[src/rtl/tqvp_text_pkg.sv]
// Shared constants and types for the TinyQV text buffer peripheral.
package tqvp_text_pkg;

  // Register map
  localparam logic [5:0] REG_CHAR   = 6'h00;
  localparam logic [5:0] REG_CURSOR = 6'h04;
  localparam logic [5:0] REG_CTRL   = 6'h08;

  // CTRL write bit positions
  localparam int CTRL_CLEAR_BIT = 0;
  localparam int CTRL_ACK_BIT   = 1;
  localparam int CTRL_IRQEN_BIT = 2;

  // STATUS read bit positions
  localparam int STAT_BUSY_BIT  = 0;
  localparam int STAT_PEND_BIT  = 1;
  localparam int STAT_IRQEN_BIT = 2;

  // Control characters recognised by the CHAR register
  localparam logic [7:0] CHAR_CR = 8'h0D;
  localparam logic [7:0] CHAR_LF = 8'h0A;

  // Bus strobe encodings
  localparam logic [1:0] BUS_NONE = 2'b11;
  localparam logic [1:0] BUS_BYTE = 2'b00;

  // Clear engine states
  typedef enum logic {
    CLR_IDLE,
    CLR_CLEAR
  } clr_state_t;

  // Linear cell index of a (row, col) pair; 16 bits covers 255x255 screens
  function automatic logic [15:0] cellIndex(input logic [7:0] row,
                                            input logic [7:0] col,
                                            input int         cols);
    return 16'(row) * 16'(cols) + 16'(col);
  endfunction

endpackage

[src/rtl/tqvp_text_cursor.sv]
// Hardware cursor: holds row/col and applies load, CR, LF and auto-advance.
// Emits a single-cycle wrap pulse when stepping past the last row.
module tqvp_text_cursor
  import tqvp_text_pkg::*;
#(
  parameter int COLS = 16,
  parameter int ROWS = 6
) (
  input  logic       i_clk,
  input  logic       i_rst_n,
  input  logic       i_home,
  input  logic       i_load,
  input  logic [7:0] i_loadRow,
  input  logic [7:0] i_loadCol,
  input  logic       i_cr,
  input  logic       i_lf,
  input  logic       i_advance,
  output logic [7:0] o_row,
  output logic [7:0] o_col,
  output logic       o_wrap
);

  localparam logic [7:0] LAST_COL = 8'(COLS - 1);
  localparam logic [7:0] LAST_ROW = 8'(ROWS - 1);

  logic [7:0] r_row;
  logic [7:0] r_col;
  logic [7:0] w_nextRow;
  logic [7:0] w_nextCol;
  logic       w_rowStep;

  // Next cursor position; a row step off the bottom wraps to row 0 and flags it
  always_comb begin
    w_nextRow = r_row;
    w_nextCol = r_col;
    w_rowStep = 1'b0;
    o_wrap    = 1'b0;
    if (i_home) begin
      w_nextRow = '0;
      w_nextCol = '0;
    end else if (i_load) begin
      w_nextRow = i_loadRow;
      w_nextCol = i_loadCol;
    end else if (i_lf) begin
      w_nextCol = '0;
      w_rowStep = 1'b1;
    end else if (i_cr) begin
      w_nextCol = '0;
    end else if (i_advance) begin
      if (r_col == LAST_COL) begin
        w_nextCol = '0;
        w_rowStep = 1'b1;
      end else begin
        w_nextCol = r_col + 8'd1;
      end
    end
    if (w_rowStep) begin
      if (r_row == LAST_ROW) begin
        w_nextRow = '0;
        o_wrap    = 1'b1;
      end else begin
        w_nextRow = r_row + 8'd1;
      end
    end
  end

  // Cursor registers
  always_ff @(posedge i_clk) begin
    if (!i_rst_n) begin
      r_row <= '0;
      r_col <= '0;
    end else begin
      r_row <= w_nextRow;
      r_col <= w_nextCol;
    end
  end

  assign o_row = r_row;
  assign o_col = r_col;

endmodule

[src/rtl/tqvp_text_buffer.sv]
// Character-cell text buffer for the VGA console on the TinyQV peripheral bus.
// CPU writes land at an auto-advancing cursor; a clear engine fills the screen
// with FILL_CHAR; a registered display port feeds the scan-out logic.
module tqvp_text_buffer
  import tqvp_text_pkg::*;
#(
  parameter int                COLS      = 16,
  parameter int                ROWS      = 6,
  parameter int                CHAR_W    = 7,
  parameter logic [CHAR_W-1:0] FILL_CHAR = 7'h20
) (
  input  logic              clk,
  input  logic              rst_n,
  input  logic [7:0]        ui_in,
  output logic [7:0]        uo_out,
  input  logic [5:0]        address,
  input  logic [31:0]       data_in,
  input  logic [1:0]        data_write_n,
  input  logic [1:0]        data_read_n,
  output logic [31:0]       data_out,
  output logic              data_ready,
  output logic              user_interrupt,
  input  logic [7:0]        disp_col,
  input  logic [7:0]        disp_row,
  output logic [CHAR_W-1:0] disp_char
);

  localparam int                CELLS    = COLS * ROWS;
  localparam int                IDX_W    = (CELLS > 1) ? $clog2(CELLS) : 1;
  localparam logic [IDX_W-1:0]  LAST_IDX = IDX_W'(CELLS - 1);

  logic [CHAR_W-1:0] r_mem [CELLS];
  logic [CHAR_W-1:0] r_dispChar;
  clr_state_t        r_clrState;
  logic [IDX_W-1:0]  r_clrIdx;
  logic              r_busy;
  logic              r_irqPending;
  logic              r_irqEn;

  logic [7:0]        w_row;
  logic [7:0]        w_col;
  logic              w_wrap;
  logic [IDX_W-1:0]  w_curIdx;
  logic [IDX_W-1:0]  w_dispIdx;
  logic              w_dispInRange;
  logic              w_wrEn;
  logic              w_rdEn;
  logic              w_charWr;
  logic              w_isCr;
  logic              w_isLf;
  logic              w_store;
  logic              w_cursorWr;
  logic              w_ctrlWr;
  logic              w_clrStart;
  logic              w_clrDone;
  logic              w_unused;

  assign w_unused = &{1'b0, ui_in, data_in[31:16]};

  assign w_wrEn   = (data_write_n != BUS_NONE);
  assign w_rdEn   = (data_read_n != BUS_NONE);
  assign w_isCr   = (data_in[7:0] == CHAR_CR);
  assign w_isLf   = (data_in[7:0] == CHAR_LF);
  assign w_charWr = w_wrEn && (address == REG_CHAR) && !r_busy;
  assign w_store  = w_charWr && !w_isCr && !w_isLf;
  assign w_ctrlWr = w_wrEn && (address == REG_CTRL);

  // Cursor loads need a half/word write with both fields on screen
  assign w_cursorWr = w_wrEn && (address == REG_CURSOR) && (data_write_n != BUS_BYTE)
                      && !r_busy && (data_in[7:0] < 8'(COLS)) && (data_in[15:8] < 8'(ROWS));

  assign w_clrStart = w_ctrlWr && data_in[CTRL_CLEAR_BIT] && !r_busy;
  assign w_clrDone  = (r_clrState == CLR_CLEAR) && (r_clrIdx == LAST_IDX);

  assign w_curIdx      = IDX_W'(cellIndex(w_row, w_col, COLS));
  assign w_dispIdx     = IDX_W'(cellIndex(disp_row, disp_col, COLS));
  assign w_dispInRange = (disp_col < 8'(COLS)) && (disp_row < 8'(ROWS));

  tqvp_text_cursor #(
    .COLS (COLS),
    .ROWS (ROWS)
  ) u_cursor (
    .i_clk     (clk),
    .i_rst_n   (rst_n),
    .i_home    (w_clrDone),
    .i_load    (w_cursorWr),
    .i_loadRow (data_in[15:8]),
    .i_loadCol (data_in[7:0]),
    .i_cr      (w_charWr && w_isCr),
    .i_lf      (w_charWr && w_isLf),
    .i_advance (w_store),
    .o_row     (w_row),
    .o_col     (w_col),
    .o_wrap    (w_wrap)
  );

  // Single write port: the clear engine owns it while busy, otherwise the CPU
  always_ff @(posedge clk) begin
    if (r_clrState == CLR_CLEAR) begin
      r_mem[r_clrIdx] <= FILL_CHAR;
    end else if (w_store) begin
      r_mem[w_curIdx] <= data_in[CHAR_W-1:0];
    end
  end

  // Display read port, one cycle latency, zero outside the screen
  always_ff @(posedge clk) begin
    if (!rst_n) begin
      r_dispChar <= '0;
    end else if (w_dispInRange) begin
      r_dispChar <= r_mem[w_dispIdx];
    end else begin
      r_dispChar <= '0;
    end
  end

  // Clear engine: walks every cell once, then homes the cursor
  always_ff @(posedge clk) begin
    if (!rst_n) begin
      r_clrState <= CLR_IDLE;
      r_clrIdx   <= '0;
      r_busy     <= 1'b0;
    end else begin
      case (r_clrState)
        CLR_IDLE: begin
          if (w_clrStart) begin
            r_clrState <= CLR_CLEAR;
            r_clrIdx   <= '0;
            r_busy     <= 1'b1;
          end
        end
        CLR_CLEAR: begin
          if (r_clrIdx == LAST_IDX) begin
            r_clrState <= CLR_IDLE;
            r_clrIdx   <= '0;
            r_busy     <= 1'b0;
          end else begin
            r_clrIdx <= r_clrIdx + IDX_W'(1);
          end
        end
        default: begin
          r_clrState <= CLR_IDLE;
          r_clrIdx   <= '0;
          r_busy     <= 1'b0;
        end
      endcase
    end
  end

  // Interrupt state; a wrap in the same cycle as an acknowledge keeps the flag set
  always_ff @(posedge clk) begin
    if (!rst_n) begin
      r_irqPending <= 1'b0;
      r_irqEn      <= 1'b0;
    end else begin
      if (w_wrap) begin
        r_irqPending <= 1'b1;
      end else if (w_ctrlWr && data_in[CTRL_ACK_BIT]) begin
        r_irqPending <= 1'b0;
      end
      if (w_ctrlWr) begin
        r_irqEn <= data_in[CTRL_IRQEN_BIT];
      end
    end
  end

  // Register read mux; reads always complete in the cycle they are issued
  always_comb begin
    data_out = '0;
    if (w_rdEn) begin
      case (address)
        REG_CHAR:   data_out = 32'(r_mem[w_curIdx]);
        REG_CURSOR: data_out = {16'h0, w_row, w_col};
        REG_CTRL: begin
          data_out[STAT_BUSY_BIT]  = r_busy;
          data_out[STAT_PEND_BIT]  = r_irqPending;
          data_out[STAT_IRQEN_BIT] = r_irqEn;
        end
        default: data_out = '0;
      endcase
    end
  end

  assign data_ready     = 1'b1;
  assign uo_out         = {r_busy, r_irqPending, 6'b0};
  assign user_interrupt = r_irqPending & r_irqEn;
  assign disp_char      = r_dispChar;

endmodule

[config.mk]
export PLATFORM = sky130hd
export DESIGN_NAME = tqvp_text_buffer
export DESIGN_NICKNAME = d
export VERILOG_FILES = /design/src/rtl/tqvp_text_pkg.sv /design/src/rtl/tqvp_text_cursor.sv /design/src/rtl/tqvp_text_buffer.sv
export SDC_FILE = /design/constraint.sdc
export NUM_CORES = 1
export LEC_CHECK = 0
export BUFFER_PORTS_ARGS = -buffer_cell sky130_fd_sc_hd__buf_4
export CORE_ASPECT_RATIO = 0.7
export CORE_MARGIN = 1
export CORE_UTILIZATION = 25
export CTS_BUF_LIST = sky130_fd_sc_hd__clkbuf_4
export CTS_CLUSTER_SIZE = 16
export DETAILED_ROUTE_END_ITERATION = 7
export SETUP_SLACK_MARGIN = 0.15
export SLEW_MARGIN = 0
export SYNTH_ARGS = -nofsm -noshare
export SYNTH_HDL_FRONTEND = slang
export SYNTH_HIERARCHICAL = 1
export SYNTH_SLANG_ARGS = --single-unit
[constraint.sdc]
create_clock -name clk -period 4.6 [get_ports clk]
set_input_delay 0.69 -clock clk [delete_from_list [all_inputs] [get_ports clk]]
set_output_delay 0.69 -clock clk [all_outputs]
set_load 0.02 [all_outputs]
Word-level counts from Yosys, hierarchy flattened
Memory sizes are Yosys's and may differ from the RTL's. A register that Yosys moved wholly into a read port is not among the register bits.
Index checks and enable logic that the tools add are counted.
Word-level totals
  input port bits: 68
  latch bits: 0
  memory bits (writable): 672
  register bits after elaboration: 27
  logic and storage cells: 100
  memories: 1
  output and inout bits: 49
  ROM bits: 0
Operators by class
  multiplexer cells: 39
  bitwise gates (word level): 3
  equal/unequal tests: 11
  reductions and logical operators: 30
  divide/modulo/power cells: 0
  shifts and indexed selects: 0
  $lt $le $gt $ge: 4
  multiply operators: 0
  add/sub/neg operators: 5
Memory list
  r_mem: depth 96, bits a word 7, read ports 2, clocked after Yosys merged registers in 1, wr ports 1, RTL line tqvp_text_buffer.sv:32  | logic [CHAR_W-1:0] r_mem [CELLS];
Operators by type and width (count)
  $mux W8: 9
  $mux W7: 4
  $pmux W13 S2: 1
  $eq A8 B4 Y1 const B: 3
  $mux W1: 20
  $logic_and A1 B1 Y1: 17
  $add A8 B1 Y8 const B: 2
  $lt A8 B3 Y1 const B: 2
  $lt A8 B5 Y1 const B: 2
  $mux W16: 1
  $add A7 B7 Y7: 2
  $pmux W7 S2: 1
  $pmux W3 S3: 1
  $eq A8 B3 Y1 const B: 1
  $add A7 B1 Y7 const B: 1
  $eq A7 B7 Y1 const B: 1
  $reduce_or A7 Y1: 1
  $eq A6 B3 Y1 const B: 1
  $eq A6 B4 Y1 const B: 1
  $logic_not A6 Y1: 1
  $ne A2 B2 Y1 const B: 3
  $logic_not A1 Y1: 4
  $pmux W1 S2: 2
  $reduce_and A2 Y1: 2
  other kinds (7): 9

Depth between registers and ports, before layout
Gate-level depths: netlist of run 1.
  word-level depth: 12
  depth in mapped cells: 11
  mapped depth without buffers: 10

Modules after synthesis
Netlist of run 1, hierarchy kept.
Modules (own cells, without submodules)
  tqvp_text_buffer: sequential area each 20539.7 um^2, instances 1, area an instance 33528.4 um^2, cells each 1866
  tqvp_text_cursor: sequential area each 320.3 um^2, instances 1, area an instance 1028.5 um^2, cells each 139

Worst setup path before layout of run 1
No wires, ideal clock.
  kind: in2reg
  from: input address[1]
  to: memory r_mem[0][0] (data pin)
  setup slack: -0.036 ns
  library setup time: 0.649 ns
  cell stages on the path: 5
  data arrival time: 3.987 ns
  data required time: 3.951 ns
  path buffers: 1
  cell sequence: nor4_4 and4b_1 nand3b_1 clkbuf_1 nor2_1
On the way
  word-level cells in the longest chain between the ends: 10
Ends and longest elaborated chain
  from (decl): RTL line tqvp_text_buffer.sv:16  | input logic [5:0] address,
  $logic_not A6 Y1: RTL line tqvp_text_buffer.sv:64  | assign w_charWr = w_wrEn && (address == REG_CHAR) && !r_busy;
  $logic_and A1 B1 Y1 (2 in a row): RTL line tqvp_text_buffer.sv:64
  $logic_and A1 B1 Y1 (2 in a row): RTL line tqvp_text_buffer.sv:65  | assign w_store = w_charWr && !w_isCr && !w_isLf;
  $mux W1: RTL line tqvp_text_buffer.sv:101  | end else if (w_store) begin
  $mux W1: RTL line tqvp_text_buffer.sv:99  | if (r_clrState == CLR_CLEAR) begin
  $mux W1 (implied by the code): RTL line tqvp_text_buffer.sv:102  | r_mem[w_curIdx] <= data_in[CHAR_W-1:0];
  $reduce_or A7 Y1 (no line)
  $mux W7 (no line)
  to (decl): RTL line tqvp_text_buffer.sv:32
Every way passes these cells.

Worst setup path in the final report of run 1
  from: register u_cursor.r_col[2], in the netlist u_cursor/o_col[2]
  to: output data_out[5]
On the way
  word-level cells in the longest chain between the ends: 4
Ends and longest elaborated chain
  from (decl): RTL line tqvp_text_cursor.sv:27  | logic [7:0] r_col;
  from (signal assigned): RTL line tqvp_text_cursor.sv:74  | r_col <= w_nextCol;
  $add A7 B7 Y7: RTL line tqvp_text_pkg.sv:37  | return 16'(row) * 16'(cols) + 16'(col);
  $mem_v2 Z96 W7
  $pmux W13 S2: RTL line tqvp_text_buffer.sv:171  | case (address)
  $mux W16: RTL line tqvp_text_buffer.sv:170  | if (w_rdEn) begin
  to (decl): RTL line tqvp_text_buffer.sv:20  | output logic [31:0] data_out,
Every way passes these cells.

==> results of run 1 <==
[power breakdown]
part	internal (mW)	leakage [nW]	switching (mW)
Clock	2.91	1.34	2.68
Sequential	6.93	6.30	0.00122
Combinational	0.262	4.79	0.346
[Yosys cell counts, types with 4 or more instances]
master / instances
a31oi_1: 31
nand2b_1: 11
o32ai_1: 4
and2_1: 25
inv_1: 18
buf_6: 11
or2_2: 5
nand4_1: 6
nor4_1: 10
mux4_1: 18
o21ai_0: 23
a21boi_0: 4
buf_4: 46
nor2b_1: 37
and3_1: 9
nand3_1: 20
o22ai_1: 4
clkbuf_1: 61
a21oi_1: 50
ha_1: 6
buf_2: 31
a221oi_1: 16
a22oi_1: 73
a211oi_1: 11
nand2_1: 56
mux2_2: 17
buf_1: 16
dfxtp_1: 34
nor2_1: 144
mux2i_1: 106
mux4_2: 311
a22o_1: 4
a32oi_1: 5
nor3_1: 29
edfxtp_1: 672
a31o_2: 8
[path summary, 6_finish.rpt]
kind                            depth (start not counted)  slack [ns]           endpoint         startpoint
worst max-delay path                                    9        0.16        data_out[5]  u_cursor/o_col[2]
worst max register to register                          7        1.12       r_mem[18][6]  u_cursor/o_col[3]
worst min-delay path                                    4        0.12       disp_char[1]        disp_row[1]
worst min register to register                          2        0.54  u_cursor/o_row[3]  u_cursor/o_row[3]
[registers in the layout (all words and copies together), names as in the netlist]
name	cells
disp_char	7
r_busy	1
r_clrIdx	7
r_clrState	1
r_irqEn	1
r_irqPending	1
r_mem	672
u_cursor/o_col	8
u_cursor/o_row	8
[per-stage QoR]
step	util, %	setup slack [ns]
floorplan	-	-0.0361
global placement	27.6	0.636
detailed placement	27.6	0.630
CTS	30.0	0.131
global route	30.1	0.0977
finish	30.1	0.164
[cells by family after synthesis]
group,after synthesis
muxes,452
xor gates and xnor gates,4
buffers and inverters,188
other,2
DFF,706
adders and majority gates,8
AOI/OAI and AO/OA,271
and+or+nand+nor,374
[final cells by class]
class,count,area (um2)
Fill cell,13469,95400
Sequential cell,706,20900
Antenna cell,2,5.00
Tap cell,1840,2300
Multi-Input combinational cell,1132,13200
Timing Repair Buffer,242,2340
Inverter,20,77.6
Clock inverter,46,415
Clock buffer,247,1850
[placed cells by master (no fill, tap or decap), types with 28 or more instances in the layout]
| cell type | instances |
|---|---|
| edfxtp_1 | 672 |
| mux4_2 | 311 |
| clkbuf_4 | 247 |
| buf_4 | 179 |
| nor2_1 | 140 |
| mux2i_1 | 102 |
| a22oi_1 | 72 |
| nand2_1 | 52 |
| a21oi_1 | 43 |
| nor2b_1 | 34 |
| a31oi_1 | 29 |
| dfxtp_1 | 29 |
| nor3_1 | 28 |
[worst max-delay path, stage by stage, from the launching register on]
cell and delay [ns]:
dfxtp_4 0.41, buf_4 0.16, nor2_4 0.45, buf_4 0.33
a22oi_1 0.11, a31o_2 0.29, a211oi_1 0.39, a2111o_1 0.27
a21oi_2 0.12, buf_4 0.18
[metal layers]
layer  routed length (um)  global-route usage, %  part of all wire [%]
met4                 2180                   4.59                   2.0
met1                48800                   23.7                    44
met3                15100                   5.86                    14
met2                44000                   20.0                    40
met5                    0                      0                     0
[repair_timing]
action	CTS	global route
gates cloned	4	0
hold endpoints to repair	27	0
setup endpoints to repair	7	7
buffers inserted	14	8
pin swaps	14	6
gates resized for setup	90	21
hold buffers	20	0
==> metrics.cfg, run 1 <==
[status]
status = finished clean

[global_routing]
antenna_found_initial = 3
globalRouteOverflowTotal = 0
grt_pass1_wl_um = 156000
grt_max_degree = 97
grt_pass1_vias = 21371
grt_usage_pct = 15.6

[synthesis]
yosys.area_share.simple_pct = 5.29
synth_top_family_by_area = multiplexers
async_flop_share_pct = 0
syn_area_um2 = 34600
ys_seq_area_share_pct = 60.4
synth_compound_area_share_pct = 5.53
synth_edf_count = 672
synth_fa_ha_area_share_pct = 0.333
ys_ff_latch = 706
synthTopCellsByArea = edfxtp_1 (58%), mux4_2 (20%), mux2i_1 (3.1%), dfxtp_1 (2.0%), a22oi_1 (1.6%)
ys.flop_type = edfxtp_1
yosysWarningCount = 6
synth_cell_types = 74
synth.avg_cell_area_um2 = 17.2
synth-xor-area-share_pct = 0.181
synth_area_leader_cell = edfxtp_1
synth_cells = 2005
yosysTopAreaCellShare_pct = 58.4
synthMuxAreaShare_pct = 25.3

[detailed_routing]
vias = 22236
drt_iter0_markers = 3271
drc = 0
via_per_inst = 5.25
wl_per_cell_um = 26.0
antenna_left = 0
dr.pass1.iters = 6
wirelength_um = 110000

[finish]
final_cells = 4235
drive_gt1_share_pct = 37.9
areaGrowthSynthToFinish_pct = 18.7
nets = 2351
postLayoutCellArea_um2 = 41000

[job]
max_cap_viol_count = 0

[cts]
cts-root-buf = clkbuf_4
cts_tree = built
cts.sinks = 706
path_clk_slew_ns = 0.07
cts_buffers = 173
clockBufferDepth = 3
clkLatencyLatePin_ns = 1.08
cts.htree.levels = 4

[timing]
hold_ws_ns = 0.123
max_slew.worst_pin.slew_ns = 1.39
setup_viol = 0
tns_ns = 0
fmax_ghz = 0.225
post-route-period-util_pct = 96.4
hold_viol = 0
drv_slew = 0
rsz0062_at_grt = yes
fin_skew_ns = 0.0944
period_minus_slack_ns = 4.44
max_slew_margin_pct = 7.17

[critical_path]
crit_type = reg -> out
critPathMaxFanout = 11
cp-start-kind = flop
cp.required_ns = 3.91
endpoint_kind = output pin
cp.arrival_ns = 3.75

[floorplanning]
io_pins = 117
die-area_um2 = 140000
initial_core_util_pct = 25.3
placementRows = 113
die_h_um = 313
core_area_um2 = 136000
die_w_um = 446

[place]
place_hpwl_um = 75300
place_inst = 3894
dpl_cell_area_um2 = 37700
port_buffers = 69
globalplace.congestion = 0.979

[pwr]
irDropWorstVdd_uv = 162
p_per_area_nw_per_um2 = 320
total_power_mw = 13.1
power.leakage_nw = 12.4

[worst_hold_path]
hold_path_class = in -> reg

(Power assumes the default switching activity.)
==> inputs of run 2 (changes only) <==
==> constraint.sdc (replaced) <==
create_clock -name clk -period 4.26 [get_ports clk]
set_input_delay 0.639 -clock clk [delete_from_list [all_inputs] [get_ports clk]]
set_output_delay 0.639 -clock clk [all_outputs]
set_load 0.02 [all_outputs]
==> run 2 against run 1 <==
The flow now finishes with violations (setup timing); combinational power up 13%; count of clock-buffer cells in the layout down 9; sequential power is 7.9% higher; global-route usage is 0.30 points higher; design area is 2.0% higher; worst setup slack worse by 0.26 ns; clock power is 3% higher; final cell count rose by 1.9%; hold slack gained 0.042 ns; critical endpoint is now data_out[6].
==> metrics.cfg, run 2 (same netlist as run 1, synthesis figures left out) <==
[status]
status = complete, but fails checks
violations = setup timing

[timing]
setup_ws_ns = -0.0909  ; -0.255 ns
tns_ns = -0.322  ; -0.322 ns
rsz0062_at_grt = yes
max_slew.worst_pin.slew_ns = 1.35  ; -0.0327 ns
post-route-period-util_pct = 102
period_minus_slack_ns = 4.35
hold_viol = 0  ; unchanged
fmax_ghz = 0.230
fin_skew_ns = 0.106  ; +0.0119 ns
setup_viol = 6  ; +6
max_slew_margin_pct = 9.35  ; +2.2 points
drv_slew = 0  ; unchanged

[global_routing]
antenna_found_initial = 5  ; +2
grt_busiest_layer = met1
grt.met1_usage_pct = 23.1  ; -0.57 points
grt_pass1_wl_um = 158000  ; +1.3%
globalRouteOverflowTotal = 0  ; unchanged
grt_max_degree = 73  ; -25%
grt_use_met2_pct = 20.1  ; +0.12 points
grt_pass1_vias = 21556  ; +0.87%
grt_usage_pct = 15.9  ; +0.30 points
met3_usage_pct = 7.59  ; +1.7 points

[pwr]
switching_share_pct = 24.0  ; +0.96 points
power_frac_comb_pct = 4.9  ; +0.3 points
p_seq_share_pct = 53.7  ; +0.9 points
clock_power_share_pct = 41.3  ; -1.3 points
power.leakage_nw = 12.8  ; +3.1%
total_power_mw = 13.9  ; +6.0%
internal_power_mw = 10.6  ; +4.6%
p_switching_mw = 3.34  ; +10%
p_per_area_nw_per_um2 = 332  ; +3.9%
irDropWorstVdd_uv = 256  ; +58%

[cts]
path_clk_slew_ns = 0.07  ; about the same
cts.htree.levels = 4  ; unchanged
cts-root-buf = clkbuf_4
clockBufferDepth = 3  ; unchanged
clkLatencyLatePin_ns = 1.15  ; +0.07 ns
cts_tree = built
cts.sinks = 706  ; unchanged
cts_buffers = 170  ; -1.7%

[finish]
nets = 2416  ; +2.8%
areaGrowthSynthToFinish_pct = 21.1
mostFrequentLayoutCells = edfxtp_1 (672), mux4_2 (311), clkbuf_4 (238)
largest_reg_flops = 672  ; unchanged
mostFrequentLayoutCell = edfxtp_1
regMostFlops = r_mem
nFillCells = 13400  ; -0.51%
drive_gt1_share_pct = 40.0  ; +2.1 points
final_core_util_pct = 30.7  ; +0.61 points

[floorplanning]
die_h_um = 313  ; unchanged
core_area_um2 = 136000  ; unchanged
placementRows = 113  ; unchanged
die_w_um = 446  ; unchanged
initial_core_util_pct = 25.3  ; unchanged
io_pins = 117  ; unchanged
die-area_um2 = 140000  ; unchanged

[detailed_routing]
wl_per_cell_um = 25.9  ; -0.21%
via_per_inst = 5.24  ; -0.12%
wirelength_um = 112000  ; +1.7%
drt_iter0_markers = 3334  ; +1.9%
antenna_left = 0  ; unchanged
drc = 0  ; unchanged
dr.pass1.iters = 6  ; unchanged
vias = 22640  ; +1.8%

[critical_path]
endpoint_kind = output pin
crit_type = reg -> out
r2r-start = u_cursor/o_row[0]
ff2ff_path_depth = 11  ; +4
cp.arrival_ns = 3.71  ; -0.04 ns
cp-start-kind = flop
cp.required_ns = 3.62  ; -0.29 ns
critPathMaxFanout = 13  ; +2
startpoint = u_cursor/o_col[1]

[worst_hold_path]
hold_path_class = in -> reg
min_from = address[4]
holdPathStages = 5  ; +1

[place]
port_buffers = 69  ; unchanged
place_hpwl_um = 76900  ; +2.1%
globalplace.congestion = 0.973  ; -0.62%

[job]
max_cap_viol_count = 0  ; unchanged

run 2: worst max-delay path, stage by stage (launching register included):
cell and delay, ns:
dfxtp_4 0.49, buf_4 0.19, buf_4 0.25, nand2b_1 0.41
o22ai_1 0.12, a211oi_1 0.24, a211o_2 0.28, a31oi_4 0.14
a31oi_1 0.18, buf_4 0.16, buf_6 0.12
run 2: repair_timing:
| action | 4_1_cts | 5_1_grt |
|---|---|---|
| setup endpoints to repair | 7 | 7 |
| hold endpoints to repair | 41 | 0 |
| setup buffers | 51 | 8 |
| resized for setup | 140 | 29 |
| hold buffers | 25 | 0 |
| cloned | 7 | 1 |
| pin swaps | 31 | 15 |
run 2: cell type report:
cell class	count	area (um2)	share of cell area [%]
well taps	1840	2300	5.50
clock inverters	66	395	0.944
multi-input cells	1132	13300	31.8
inverters	20	80.1	0.191
repair buffers	310	3110	7.43
diodes	5	12.5	0.0299
clock buffers	238	1790	4.27
flip-flops and latches	706	20900	49.9
run 2: final timing paths:
path | to | slack, ns
worst min register to register | r_clrIdx[5] | 0.52
worst min-delay path | r_irqPending | 0.17
worst max register to register | r_mem[18][0] | 0.65
worst max-delay path | data_out[6] | -0.09
run 2: per-stage QoR:
step                      instance area, um2  hold WS (ns)  cells  setup WS [ns]
after floorplan                        34600         0.452   2026         -0.325
after global placement                 37900         0.476   3916          0.118
after detailed placement               37900         0.507   3916         0.0950
after CTS                              41600        0.0685   4303         -0.153
after global routing                   41900         0.175   4316         -0.219
final                                  41900         0.165   4317        -0.0909
run 2: metal layers:
metal  part of all wire (%)  up-vias
met5                   0.18        -
met4                    2.3        6
met3                     15      164
met2                     39     1488
met1                     43    11803
li1                       -     9179
run 2: power groups by stage:
stage	Sequential (mW)	Clock [mW]	Combinational, mW
global route	7.48	6.19	0.712
floorplan	7.64	0	0.409
global placement	7.64	0	0.630
detailed placement	7.64	0	0.631
CTS	7.48	5.86	0.670
finish	7.48	5.75	0.684
